==> src/rtl/mul_pkg.sv <==
// mul_pkg: shared widths, FSM states and Booth-pair decode for booth_mul_16bit
package mul_pkg;
  localparam int MUL_WIDTH = 16;
  localparam int MUL_CNT_W = 4;
  typedef enum logic [1:0] {IDLE, RUN, DONE} mul_state_t;
  localparam logic [1:0] BOOTH_ADD = 2'b01;
  localparam logic [1:0] BOOTH_SUB = 2'b10;
endpackage

==> src/rtl/booth_mul_16bit_if.sv <==
// booth_mul_16bit_if: start/busy/done handshake bundle; Ovf present when BOOTH_OVF_FLAG_EN is defined
interface booth_mul_16bit_if;
  import mul_pkg::*;
  logic Start;
  logic [MUL_WIDTH-1:0] A;
  logic [MUL_WIDTH-1:0] B;
  logic Busy;
  logic Done;
  logic [2*MUL_WIDTH-1:0] Product;
`ifdef BOOTH_OVF_FLAG_EN
  logic Ovf;
  modport master(output Start, A, B, input Busy, Done, Product, Ovf);
  modport slave(input Start, A, B, output Busy, Done, Product, Ovf);
`else
  modport master(output Start, A, B, input Busy, Done, Product);
  modport slave(input Start, A, B, output Busy, Done, Product);
`endif
endinterface

==> src/rtl/add_sub_16bit.sv <==
// add_sub_16bit: 16-bit adder/subtractor, Sum = A + B or A - B
module add_sub_16bit (
  input  logic [15:0] A,
  input  logic [15:0] B,
  input  logic        Sub,
  output logic [15:0] Sum,
  output logic        Cout
);
  assign {Cout, Sum} = {1'b0, A} + {1'b0, B ^ {16{Sub}}} + {16'b0, Sub};
endmodule

==> src/rtl/booth_mul_16bit.sv <==
// booth_mul_16bit: iterative radix-2 Booth signed multiplier; BOOTH_OVF_FLAG_EN adds the Ovf flag
module booth_mul_16bit
  import mul_pkg::*;
#(
  parameter int WIDTH = MUL_WIDTH
) (
  input logic clk,
  input logic rst,
  booth_mul_16bit_if.slave bus
);
  mul_state_t state, state_n;
  logic [WIDTH-1:0] m, q, acc, sum, acc_n, q_n;
  logic [2*WIDTH-1:0] product;
  logic [MUL_CNT_W-1:0] cnt;
  logic q_m1, sub, add_en, ovf, last;
  logic [1:0] pair;
  logic [WIDTH:0] acc_x;
  add_sub_16bit u_add_sub (.A(acc), .B(m), .Sub(sub), .Sum(sum), .Cout());
  always_ff @(posedge clk or posedge rst)
    if (rst) state <= IDLE;
    else state <= state_n;
  always_comb begin
    state_n = state;
    state_n = state == IDLE ? (bus.Start ? RUN : IDLE) : state == RUN ? (last ? DONE : RUN) : IDLE;
  end
  // 17-bit true sign of the adder result keeps M=0x8000 exact through the shift
  always_comb begin
    pair   = {q[0], q_m1};
    sub    = pair == BOOTH_SUB;
    add_en = pair == BOOTH_SUB || pair == BOOTH_ADD;
    last   = cnt == '1;
    ovf    = (sub ? m[WIDTH-1] != acc[WIDTH-1] : m[WIDTH-1] == acc[WIDTH-1]) && sum[WIDTH-1] != acc[WIDTH-1];
    acc_x  = add_en ? {sum[WIDTH-1] ^ ovf, sum} : {acc[WIDTH-1], acc};
    acc_n  = acc_x[WIDTH:1];
    q_n    = {acc_x[0], q[WIDTH-1:1]};
  end
  always_ff @(posedge clk or posedge rst)
    if (rst) begin
      m       <= '0;
      q       <= '0;
      acc     <= '0;
      q_m1    <= 1'b0;
      cnt     <= '0;
      product <= '0;
    end else if (state == IDLE && bus.Start) begin
      m    <= bus.A;
      q    <= bus.B;
      acc  <= '0;
      q_m1 <= 1'b0;
      cnt  <= '0;
    end else if (state == RUN) begin
      acc  <= acc_n;
      q    <= q_n;
      q_m1 <= q[0];
      cnt  <= cnt + 1'b1;
      if (last) product <= {acc_n, q_n};
    end
  assign bus.Busy    = state != IDLE;
  assign bus.Done    = state == DONE;
  assign bus.Product = product;
`ifdef BOOTH_OVF_FLAG_EN
  logic ovf_r;
  logic [WIDTH:0] top_n;
  assign top_n = {acc_n, q_n[WIDTH-1]};
  always_ff @(posedge clk or posedge rst)
    if (rst) ovf_r <= 1'b0;
    else if (state == RUN && last) ovf_r <= !(&top_n || !(|top_n));
  assign bus.Ovf = ovf_r;
`endif
endmodule

==> src/flat_wrapper.sv <==
// flat-port wrapper written by rule: the top's interface ports become plain ports
module booth_mul_16bit_flat import mul_pkg::*;
#(
  parameter int WIDTH = MUL_WIDTH
)
  (clk, rst, bus_Start, bus_A, bus_B, bus_Busy, bus_Done, bus_Product);
  booth_mul_16bit_if bus_i ();
  input logic clk;
  input logic rst;
  input wire logic [$bits(bus_i.Start)-1:0] bus_Start;
  input wire logic [$bits(bus_i.A)-1:0] bus_A;
  input wire logic [$bits(bus_i.B)-1:0] bus_B;
  output wire logic [$bits(bus_i.Busy)-1:0] bus_Busy;
  output wire logic [$bits(bus_i.Done)-1:0] bus_Done;
  output wire logic [$bits(bus_i.Product)-1:0] bus_Product;
  assign bus_i.Start = bus_Start;
  assign bus_i.A = bus_A;
  assign bus_i.B = bus_B;
  assign bus_Busy = bus_i.Busy;
  assign bus_Done = bus_i.Done;
  assign bus_Product = bus_i.Product;
  booth_mul_16bit #(.WIDTH(WIDTH)) u_core (.clk(clk), .rst(rst), .bus(bus_i));
endmodule
==> config.mk <==
export PLATFORM = sky130hd
export DESIGN_NAME = booth_mul_16bit_flat
export DESIGN_NICKNAME = d
export VERILOG_FILES = /design/src/rtl/mul_pkg.sv /design/src/rtl/booth_mul_16bit_if.sv /design/src/rtl/add_sub_16bit.sv /design/src/rtl/booth_mul_16bit.sv /design/src/flat_wrapper.sv
export SDC_FILE = /design/constraint.sdc
export NUM_CORES = 1
export LEC_CHECK = 0
export CORE_MARGIN = 4
export CORE_UTILIZATION = 50
export CTS_BUF_LIST = sky130_fd_sc_hd__clkbuf_4 sky130_fd_sc_hd__clkbuf_8
export CTS_CLUSTER_DIAMETER = 80
export DETAILED_ROUTE_END_ITERATION = 8
export PLACE_DENSITY = 0.74
export SETUP_SLACK_MARGIN = 0.1
export SLEW_MARGIN = 30
export SYNTH_ARGS = -nofsm -noshare
export SYNTH_HDL_FRONTEND = slang
export SYNTH_SLANG_ARGS = --single-unit
==> constraint.sdc <==
create_clock -name clk -period 3.35 [get_ports clk]
set_clock_uncertainty 0.2 [all_clocks]
set_input_delay 0.335 -clock clk [delete_from_list [all_inputs] [get_ports clk]]
set_output_delay 0.335 -clock clk [all_outputs]
set_load 0.005 [all_outputs]
* Word level (Yosys, flattened, before mapping)
Index checks and enable logic that the tools add are counted.
Word-level totals: input port bits 35, output and inout port bits 34, word-level logic and storage cells 42, flip-flop bits (word level) 87
Cells by class: bitwise operators 3, $add $sub $neg 3, multiplexer cells 14, equality and inequality tests 8, reductions and logical operators 7
Operators with widths (count):
- 2-to-1 mux 16 bit | 4
- 2-to-1 mux 17 bit | 1
- adder 16 x 1 -> 16 bit | 1
- adder 16 bit | 1
- bitwise XOR 16 bit | 1
- 2-to-1 mux 4 bit | 2
- 2-to-1 mux 2 bit | 3
- adder 4 x 1 -> 4 bit (second input constant) | 1
- equality test 2 x 1 -> 1 bit (second input constant) | 2
- equality test 2 bit (second input constant) | 2
- equality test 4 bit (second input constant) | 1
- 2-to-1 mux 1 bit | 4
- nonzero test 2 bit | 2
- AND reduction 3 bit | 1
- logical AND 1 bit | 2
- zero test 2 bit | 1
- inequality test 1 bit | 2
- equality test 1 bit | 1
- logical OR 1 bit | 1
- inverter 1 bit | 1
- bitwise XOR 1 bit | 1

* Logic depth before layout (Yosys ltp)
word-level depth 10, mapped depth 13, mapped depth without buffers 10

* Modules after synthesis
Synthesis repeated with hierarchy kept, for this count alone.
Unflattened totals: cells, all modules 417, area total of the unflattened synthesis 4569.4 um2
Modules (own cells, without submodules):
- booth_mul_16bit | cells an instance 295, instances 1, seq. area each 2177.1 um2, area each 3649.8 um2
- add_sub_16bit | cells an instance 122, instances 1, seq. area each 0.0 um2, area each 919.6 um2

* Least setup slack after synthesis
Ideal clock, no wire load.
path kind register to register, from register u_core.q_m1, to register u_core.product[28] (netlist: u_core.bus.Product[28]), arrival 2.716 ns, path buffers 2, stages on the path, launching flop included 13, setup time 0.131 ns, clock period less this slack 3.047 ns, slack 0.303 ns, data required time 3.019 ns, cells stage by stage dfrtp_1 > inv_1 > ha_1 > buf_6 > clkbuf_1 > xor2_1 > ha_1 > nand2_1 > nor3_1 > a21oi_2 > or4b_1 > nand3_1 > o21ai_1
Between the ends: longest elaborated chain between the ends 5, elaborated cells on any way between the ends 7, classes of those cells add/sub: 2; eq/ne: 2; mux: 1; bitwise: 1; reduce/logical: 1
RTL lines:
- start: declaration | line booth_mul_16bit.sv:15 | logic q_m1, sub, add_en, ovf, last;
- start signal: assignment | line booth_mul_16bit.sv:54 | q_m1 <= q[0];
- equality test 2 bit | line booth_mul_16bit.sv:29, booth_mul_16bit.sv:30
- bitwise XOR 16 bit | line add_sub_16bit.sv:9 | assign {Cout, Sum} = {1'b0, A} + {1'b0, B ^ {16{Sub}}} + {16'b0, Sub};
- adder 16 bit | line add_sub_16bit.sv:9
- adder 16 x 1 -> 16 bit | line add_sub_16bit.sv:9
- 2-to-1 mux 17 bit * | line booth_mul_16bit.sv:33 | acc_x = add_en ? {sum[WIDTH-1] ^ ovf, sum} : {acc[WIDTH-1], acc};
- end signal: assignment | line booth_mul_16bit.sv:56 | if (last) product <= {acc_n, q_n};
- end: declaration | line booth_mul_16bit.sv:13 | logic [2*WIDTH-1:0] product;
Every way passes the cells marked *; elsewhere a longest branch is shown, timed or not. A chain may end at the register's enable or synchronous reset.

* Worst setup path after layout
from register u_core.q[0], to register u_core.product[27] (netlist: u_core.bus.Product[27])
Between the ends: longest elaborated chain between the ends 5, elaborated cells on any way between the ends 7, classes of those cells add/sub: 2; eq/ne: 2; mux: 1; bitwise: 1; reduce/logical: 1
RTL lines:
- start: declaration | line booth_mul_16bit.sv:12 | logic [WIDTH-1:0] m, q, acc, sum, acc_n, q_n;
- start signal: assignment | line booth_mul_16bit.sv:47 | q <= bus.B;
- start signal: assignment | line booth_mul_16bit.sv:53 | q <= q_n;
- equality test 2 bit | line booth_mul_16bit.sv:29, booth_mul_16bit.sv:30
- bitwise XOR 16 bit | line add_sub_16bit.sv:9
- adder 16 bit | line add_sub_16bit.sv:9
- adder 16 x 1 -> 16 bit | line add_sub_16bit.sv:9
- 2-to-1 mux 17 bit * | line booth_mul_16bit.sv:33
Marked as above.

==> results.toml <==
[die]
io_pins = 69
floorplan.initialDensity = 0.5248
fp.dieArea_um2 = 10940
die_y_um = 104.6
core_um2 = 8891
die-width_um = 104.6
std_cell_rows = 34

[routing]
vias = 3903
avgRoutedWirePerCell_um = 16.14
detail_route.drc_violations = 0
drt_iter0_drc = 188
finalWirelength_mm = 11.22
antenna_left = 0
drt-pass1-iter-count = 5
viasPerCell = 5.616

[sta]
achievable-frequency_mhz = 326.3
max_slew_headroom = 0.5284
totalNegativeSetupSlack_ns = 0
max_slew.worst_pin.slew_ns = 0.7057
report.final.setup_viol = 0
finalCritPeriodShare = 0.9148
rsz_0062_raised_after_global_routing = "no"
min_period_ns = 3.065
timing.final.hold_violations = 0
fin_hold_ws_ns = 0.1347
slew_violations = 0

[critical_path]
critPathCaptureType = "register"
timing.setup.critical_path_class = "register to register"
r2r-end = "u_core.bus.Product[27]"
regToRegStartpoint = "u_core.q[0]"
critical_path.endpoint = "u_core.bus.Product[27]"
crit_fanout = 5
cp-startpoint = "u_core.q[0]"
reg2reg_slack_ns = 0.29
cp.required_ns = 3.45
reg2reg_depth = 9
cp-start-kind = "register"
critical_path_arrival_ns = 3.16

[clock_network]
cts_htree_levels = 3
worst_setup_hold_path_clk_slew_ns = 0.09
numClockSinks = 87
tritoncts = "done"
tritoncts.num_buffers = 9
post_cts_hold_buffer_count = 0
clkLatencyLatePin_ns = 0.35
cts_root_buffer = "sky130_fd_sc_hd__clkbuf_8"
max_clock_buf_depth = 2

[flow_run]
drv.max_cap_violation_count = 0

[layout]
final_core_utilization = 0.6414
area.growth.synth_to_final_pct = 22.23
drive_above_1_share = 0.08348
multi_input_gate_area_in_the_final_layout_um2 = 2349
layout.area.seq_um2 = 2177
n_fill_cell = 772
n_antenna_cell = 0
finalNetCount = 636

[synth]
synth_sequential_area_ratio = 0.4666
count_of_flip_flops_with_a_built_in_enable_after_synthesis = 0
syn_area_um2 = 4666
ys.flop_type = "sky130_fd_sc_hd__dfrtp_1"
synthesis.nets = 573
synth_most_common_cell = "sky130_fd_sc_hd__nand2_1"
syn_area_per_cell_um2 = 8.990
synth_area_leader_cell = "sky130_fd_sc_hd__dfrtp_1"
yosys_warnings = 0
synth.mux.area_fraction = 0.02923
postSynthRegisterBits = 87
post_synth_fa_ha_maj_area_fraction = 0.05256
synth_top_family_by_area = "simple AND/OR/NAND/NOR gates"
synth_cell_types = 63
async_reset_ff_frac = 1.000
synthesis.instances = 519
yosys.area_share.xor_xnor = 0.04881
synth_top_area_frac = 0.4666
synth-compound-area-share = 0.1832
synth.cells.most_frequent = "161 x sky130_fd_sc_hd__nand2_1, 87 x sky130_fd_sc_hd__dfrtp_1, 37 x sky130_fd_sc_hd__o21ai_0, 19 x sky130_fd_sc_hd__a21oi_1, 19 x sky130_fd_sc_hd__clkbuf_1"
post_synth_and_or_nand_nor_area_fraction = 0.1880
synth.area.top_cells = "sky130_fd_sc_hd__dfrtp_1 47%, sky130_fd_sc_hd__nand2_1 13%, sky130_fd_sc_hd__ha_1 4.8%, sky130_fd_sc_hd__o21ai_0 4.0%, sky130_fd_sc_hd__xor2_1 3.2%"

[grt]
grt_max_degree = 55
globalRouteTotalUtil = 0.2119
grt_pass1_wl_mm = 19.11
vias_in_the_first_global_route = 3867
antenna_violations_before_repair = 0
grt_remaining_overflow = 0

[place]
place_hpwl_mm = 8.256
io_buffers = 68
gp_congestion = 0.9079

[min_path]
holdCritPathClass = "input port to async pin"

[pwr]
ir_drop_uv = 577.5
totalPowerFinal_mw = 7.061
power_density_nw_per_um2 = 1238
power_leakage_nw = 2.651

[outcome]
status = "finished, final reports clean"
## per-stage QoR
stage          setup WS [ns]  std cells  area, um^2
6_report              0.2854        695        5703
5_1_grt               0.1214        695        5703
4_1_cts               0.2731        695        5695
3_5_place_dp          0.2885        679        5480
3_3_place_gp          0.3784        679        5480
2_1_floorplan         0.3031        519        4666
## cells by family after synthesis
group | Yosys count
compound gates | 128
xor+xnor | 26
fa+ha+maj | 19
buf+inv | 35
flops | 87
mux | 13
simple gates | 211
## per-layer routing
layer | share of wire | vias up | global-route usage | routed length (um)
li1 | - | 1925 | - | -
met1 | 0.45 | 1833 | 0.2875 | 5026
met2 | 0.48 | 130 | 0.3524 | 5340
met3 | 0.064 | 15 | 0.02898 | 719
met4 | 0.012 | 0 | 0.07123 | 132
met5 | 0 | - | 0 | 0
## placed cells by master (no fill, tap or decap), types with 11 or more instances in the layout
master / n
sky130_fd_sc_hd__a21oi_1: 18
sky130_fd_sc_hd__clkdlybuf4s50_1: 68
sky130_fd_sc_hd__clkbuf_8: 11
sky130_fd_sc_hd__o21ai_0: 37
sky130_fd_sc_hd__xor2_1: 17
sky130_fd_sc_hd__nand2_1: 161
sky130_fd_sc_hd__ha_1: 18
sky130_fd_sc_hd__a22oi_1: 16
sky130_fd_sc_hd__dfrtp_1: 87
sky130_fd_sc_hd__nor2_1: 18
sky130_fd_sc_hd__mux2i_1: 11
## power breakdown
group / switching, mW / internal, mW
sequential: 0.385 / 1.56
clock: 0.398 / 0.393
combinational: 2.40 / 1.92
total: 3.18 / 3.88
## how the worst min path moves through the flow
stage / start / endpoint / slack, ns / cells past startpoint
after global placement: u_core.bus.Product[11] / u_core.bus.Product[11] / 0.26 / 2
final: rst / u_core.bus.Product[17] / 0.13 / 2
after detailed placement: u_core.bus.Product[11] / u_core.bus.Product[11] / 0.26 / 2
after floorplan: bus_A[0] / u_core.m[0] / 0.24 / 2
after global routing: rst / u_core.bus.Product[17] / 0.18 / 2
after CTS: rst / u_core.bus.Product[17] / 0.15 / 2
## area by class of cell
| cell class | instances | share of cell area |
|---|---|---|
| inverter | 7 | 0.004827 |
| sequential | 87 | 0.3817 |
| clock buffer | 11 | 0.02655 |
| clock inverter | 5 | 0.01119 |
| multi-input combinational | 397 | 0.4118 |
| tap | 108 | 0.02369 |
| timing repair buffer | 80 | 0.1402 |
## flip-flops by register name, summed over array words and instances (netlist names)
register and count:
u_core.acc 16, u_core.q 16, u_core.bus.Product 32, u_core.cnt 4, u_core.q_m1 1, u_core.state 2, u_core.m 16
## critical path, cell delays in order (launching register included)
cell	delay [ns]
sky130_fd_sc_hd__dfrtp_1	0.41
sky130_fd_sc_hd__ha_1	0.29
sky130_fd_sc_hd__mux2_4	0.32
sky130_fd_sc_hd__fa_1	0.43
sky130_fd_sc_hd__a211oi_1	0.34
sky130_fd_sc_hd__o21bai_2	0.17
sky130_fd_sc_hd__o22ai_2	0.17
sky130_fd_sc_hd__nor3_1	0.08
sky130_fd_sc_hd__o41ai_2	0.38
sky130_fd_sc_hd__mux2_2	0.22
## repair_timing
| item | CTS | global route |
|---|---|---|
| buffers inserted | 0 | 0 |
| gates resized for setup | 0 | 2 |
| setup endpoints to repair | 0 | 3 |
Note: power is estimated with default switching activity, not from simulation.
==> patch (config.mk and constraints unchanged) <==
The 3 states of `mul_state_t` get a one-hot encoding in 3 bits.
--- a/src/rtl/mul_pkg.sv
+++ b/src/rtl/mul_pkg.sv
@@ -2,7 +2,7 @@
 package mul_pkg;
   localparam int MUL_WIDTH = 16;
   localparam int MUL_CNT_W = 4;
-  typedef enum logic [1:0] {IDLE, RUN, DONE} mul_state_t;
+  typedef enum logic [2:0] {IDLE = 3'b001, RUN = 3'b010, DONE = 3'b100} mul_state_t;
   localparam logic [1:0] BOOTH_ADD = 2'b01;
   localparam logic [1:0] BOOTH_SUB = 2'b10;
 endpackage
Behaviour: no difference found for any inputs over 10 cycles, from zero or initial values and one cycle with rst high; not proved beyond that.
==> patch against the original RTL <==
- critical path depth is 2 higher
- non-clock buffer count increased by 1
- area after synthesis is 3.3% lower
- sequential cell count is 1 higher
- cell area down 2.2%
- clock power fell by 8.2%
- routed wire length is 5.4% lower
- worst setup slack got worse by 0.057 ns
- total power shrank 29%
- cell count shrank 1.4%
- global-route usage up 0.16 points
- die area shrank 3.1%
- worst hold slack improved by 0.0053 ns
- critical endpoint is now u_core.acc[13]
==> patch: results (changes against the original RTL) <==
metric	value	unit	change
cts-root-buf	clkbuf_8		unchanged
synth_area_leaders	dfrtp_1 48%, nand2_1 13%, ha_1 5.0%		was dfrtp_1 47%, nand2_1 13%, ha_1 4.8%
muxShareOfSynthArea	0.0178		was 0.0292
syn_nets	561		was 573
ys_seq_area_frac	0.488		was 0.467
tightest_slew	0.699	ns	was 0.706 ns
grt_pass1_wl	17.7	mm	was 19.1 mm
ys_warn_count	0		unchanged
ys_types	49		was 63
drt_wl_total	10.6	mm	was 11.2 mm
grt_max_degree	45		was 55
hpwl	7.26	mm	was 8.26 mm
drt-initial-drc-count	165		was 188
placed_cells	667		was 679
cpMaxStageDelayCell	dfrtp_1		was fa_1
postSynthAreaPerCell	8.90	sq um	was 8.99 sq um
gp_congestion	0.855		was 0.908
dpl-instance-area	5290	sq um	was 5480 sq um
clk_pin_slew	0.10	ns	
wl_met2	5.10	mm	was 5.34 mm
floorplan.die_area	10600	sq um	was 10900 sq um
p_sw	2.28	mW	was 3.18 mW
dr.pass1.iters	6		was 5
drt-vias-per-instance	5.51		was 5.62
worst-path-max-fanout	6		was 5
grt.total_usage	0.213		was 0.212
pre_cts_ws	-0.0473	ns	was 0.289 ns
synth_xor_area_frac	0.0583		was 0.0488
clock.fmax	0.320	GHz	was 0.326 GHz
met3WireLength	824	um	was 719 um
cts_buffer_depth	2		unchanged
critPathArrivalTime	3.19	ns	was 3.16 ns
wl_met1	4.61	mm	was 5.03 mm
final_nets	626		was 636
drive_above_1_share	0.0780		was 0.0835
synth_common_cells	157 x nand2_1, 87 x dfrtp_1, 38 x o21ai_0		was 161 x nand2_1, 87 x dfrtp_1, 37 x o21ai_0
synthAdderAreaFrac	0.0544		was 0.0526
vdd_drop_max	0.378	mV	was 0.578 mV
run_status	completed		unchanged
synth_compound_area_frac	0.141		was 0.183
reg2reg_slack	0.23	ns	was 0.29 ns
async_flop_share	1.00		unchanged
leakagePower	2.64	nW	was 2.65 nW
synth_ff_type	dfrtp_1		unchanged
num_vias	3773		was 3903
## patch: cell count changes after synthesis, sizes merged, moves of 3 or more
cell and change:
xor2 +6, a21o -3, o31ai -3, o211ai -3, a22o -3, o21bai -3, o21ai -10, nand2 -4
inv +3, o2111ai +4, mux2i -3, nor3 -5, nand3 +14, nor2 +9
## patch: power by group through the flow
stage | clock network (mW) | logic, mW | registers (mW)
finish | 0.726 | 2.72 | 1.59
global route | 0.794 | 3.06 | 1.63
CTS | 0.743 | 2.58 | 1.58
detailed placement | 0 | 2.56 | 1.59
global placement | 0 | 2.48 | 1.59
floorplan | 0 | 2.01 | 1.52
## patch: stage by stage
stage / hold slack, ns / utilization
detailed placement: 0.261 / 0.604
finish: 0.140 / 0.637
CTS: 0.154 / 0.627
floorplan: 0.240 / -
global route: 0.177 / 0.637
global placement: 0.258 / 0.604
## patch: worst paths after layout
kind	from	to
worst max-delay path	u_core.q[0]	u_core.acc[13]
worst min-delay path	rst	u_core.bus.Product[1]
worst max register to register	u_core.q[0]	u_core.acc[13]
worst min register to register	u_core.bus.Product[5]	u_core.bus.Product[5]
max in group asynchronous	rst	u_core.m[10]
min in group clk	u_core.bus.Product[5]	u_core.bus.Product[5]
## patch: timing repair
| item | 4_1_cts | 5_1_grt |
|---|---|---|
| buffers inserted | 0 | 2 |
| gates resized for setup | 2 | 12 |
| pin swaps | 0 | 4 |
| setup endpoints to repair | 7 | 13 |
## patch: final cells by class
type	count	area [sq um]
Timing Repair Buffer	81	791
Clock buffer	9	124
Tap cell	108	135
Clock inverter	7	68.8
Inverter	9	40.0
Multi-Input combinational cell	383	2220
Fill cell	725	3180
Sequential cell	88	2200
## patch: per-layer routing
metal	up-vias	GRT usage
li1	1843	-
met1	1822	0.286
met2	102	0.343
met3	6	0.0629
met4	0	0.0518
met5	-	0
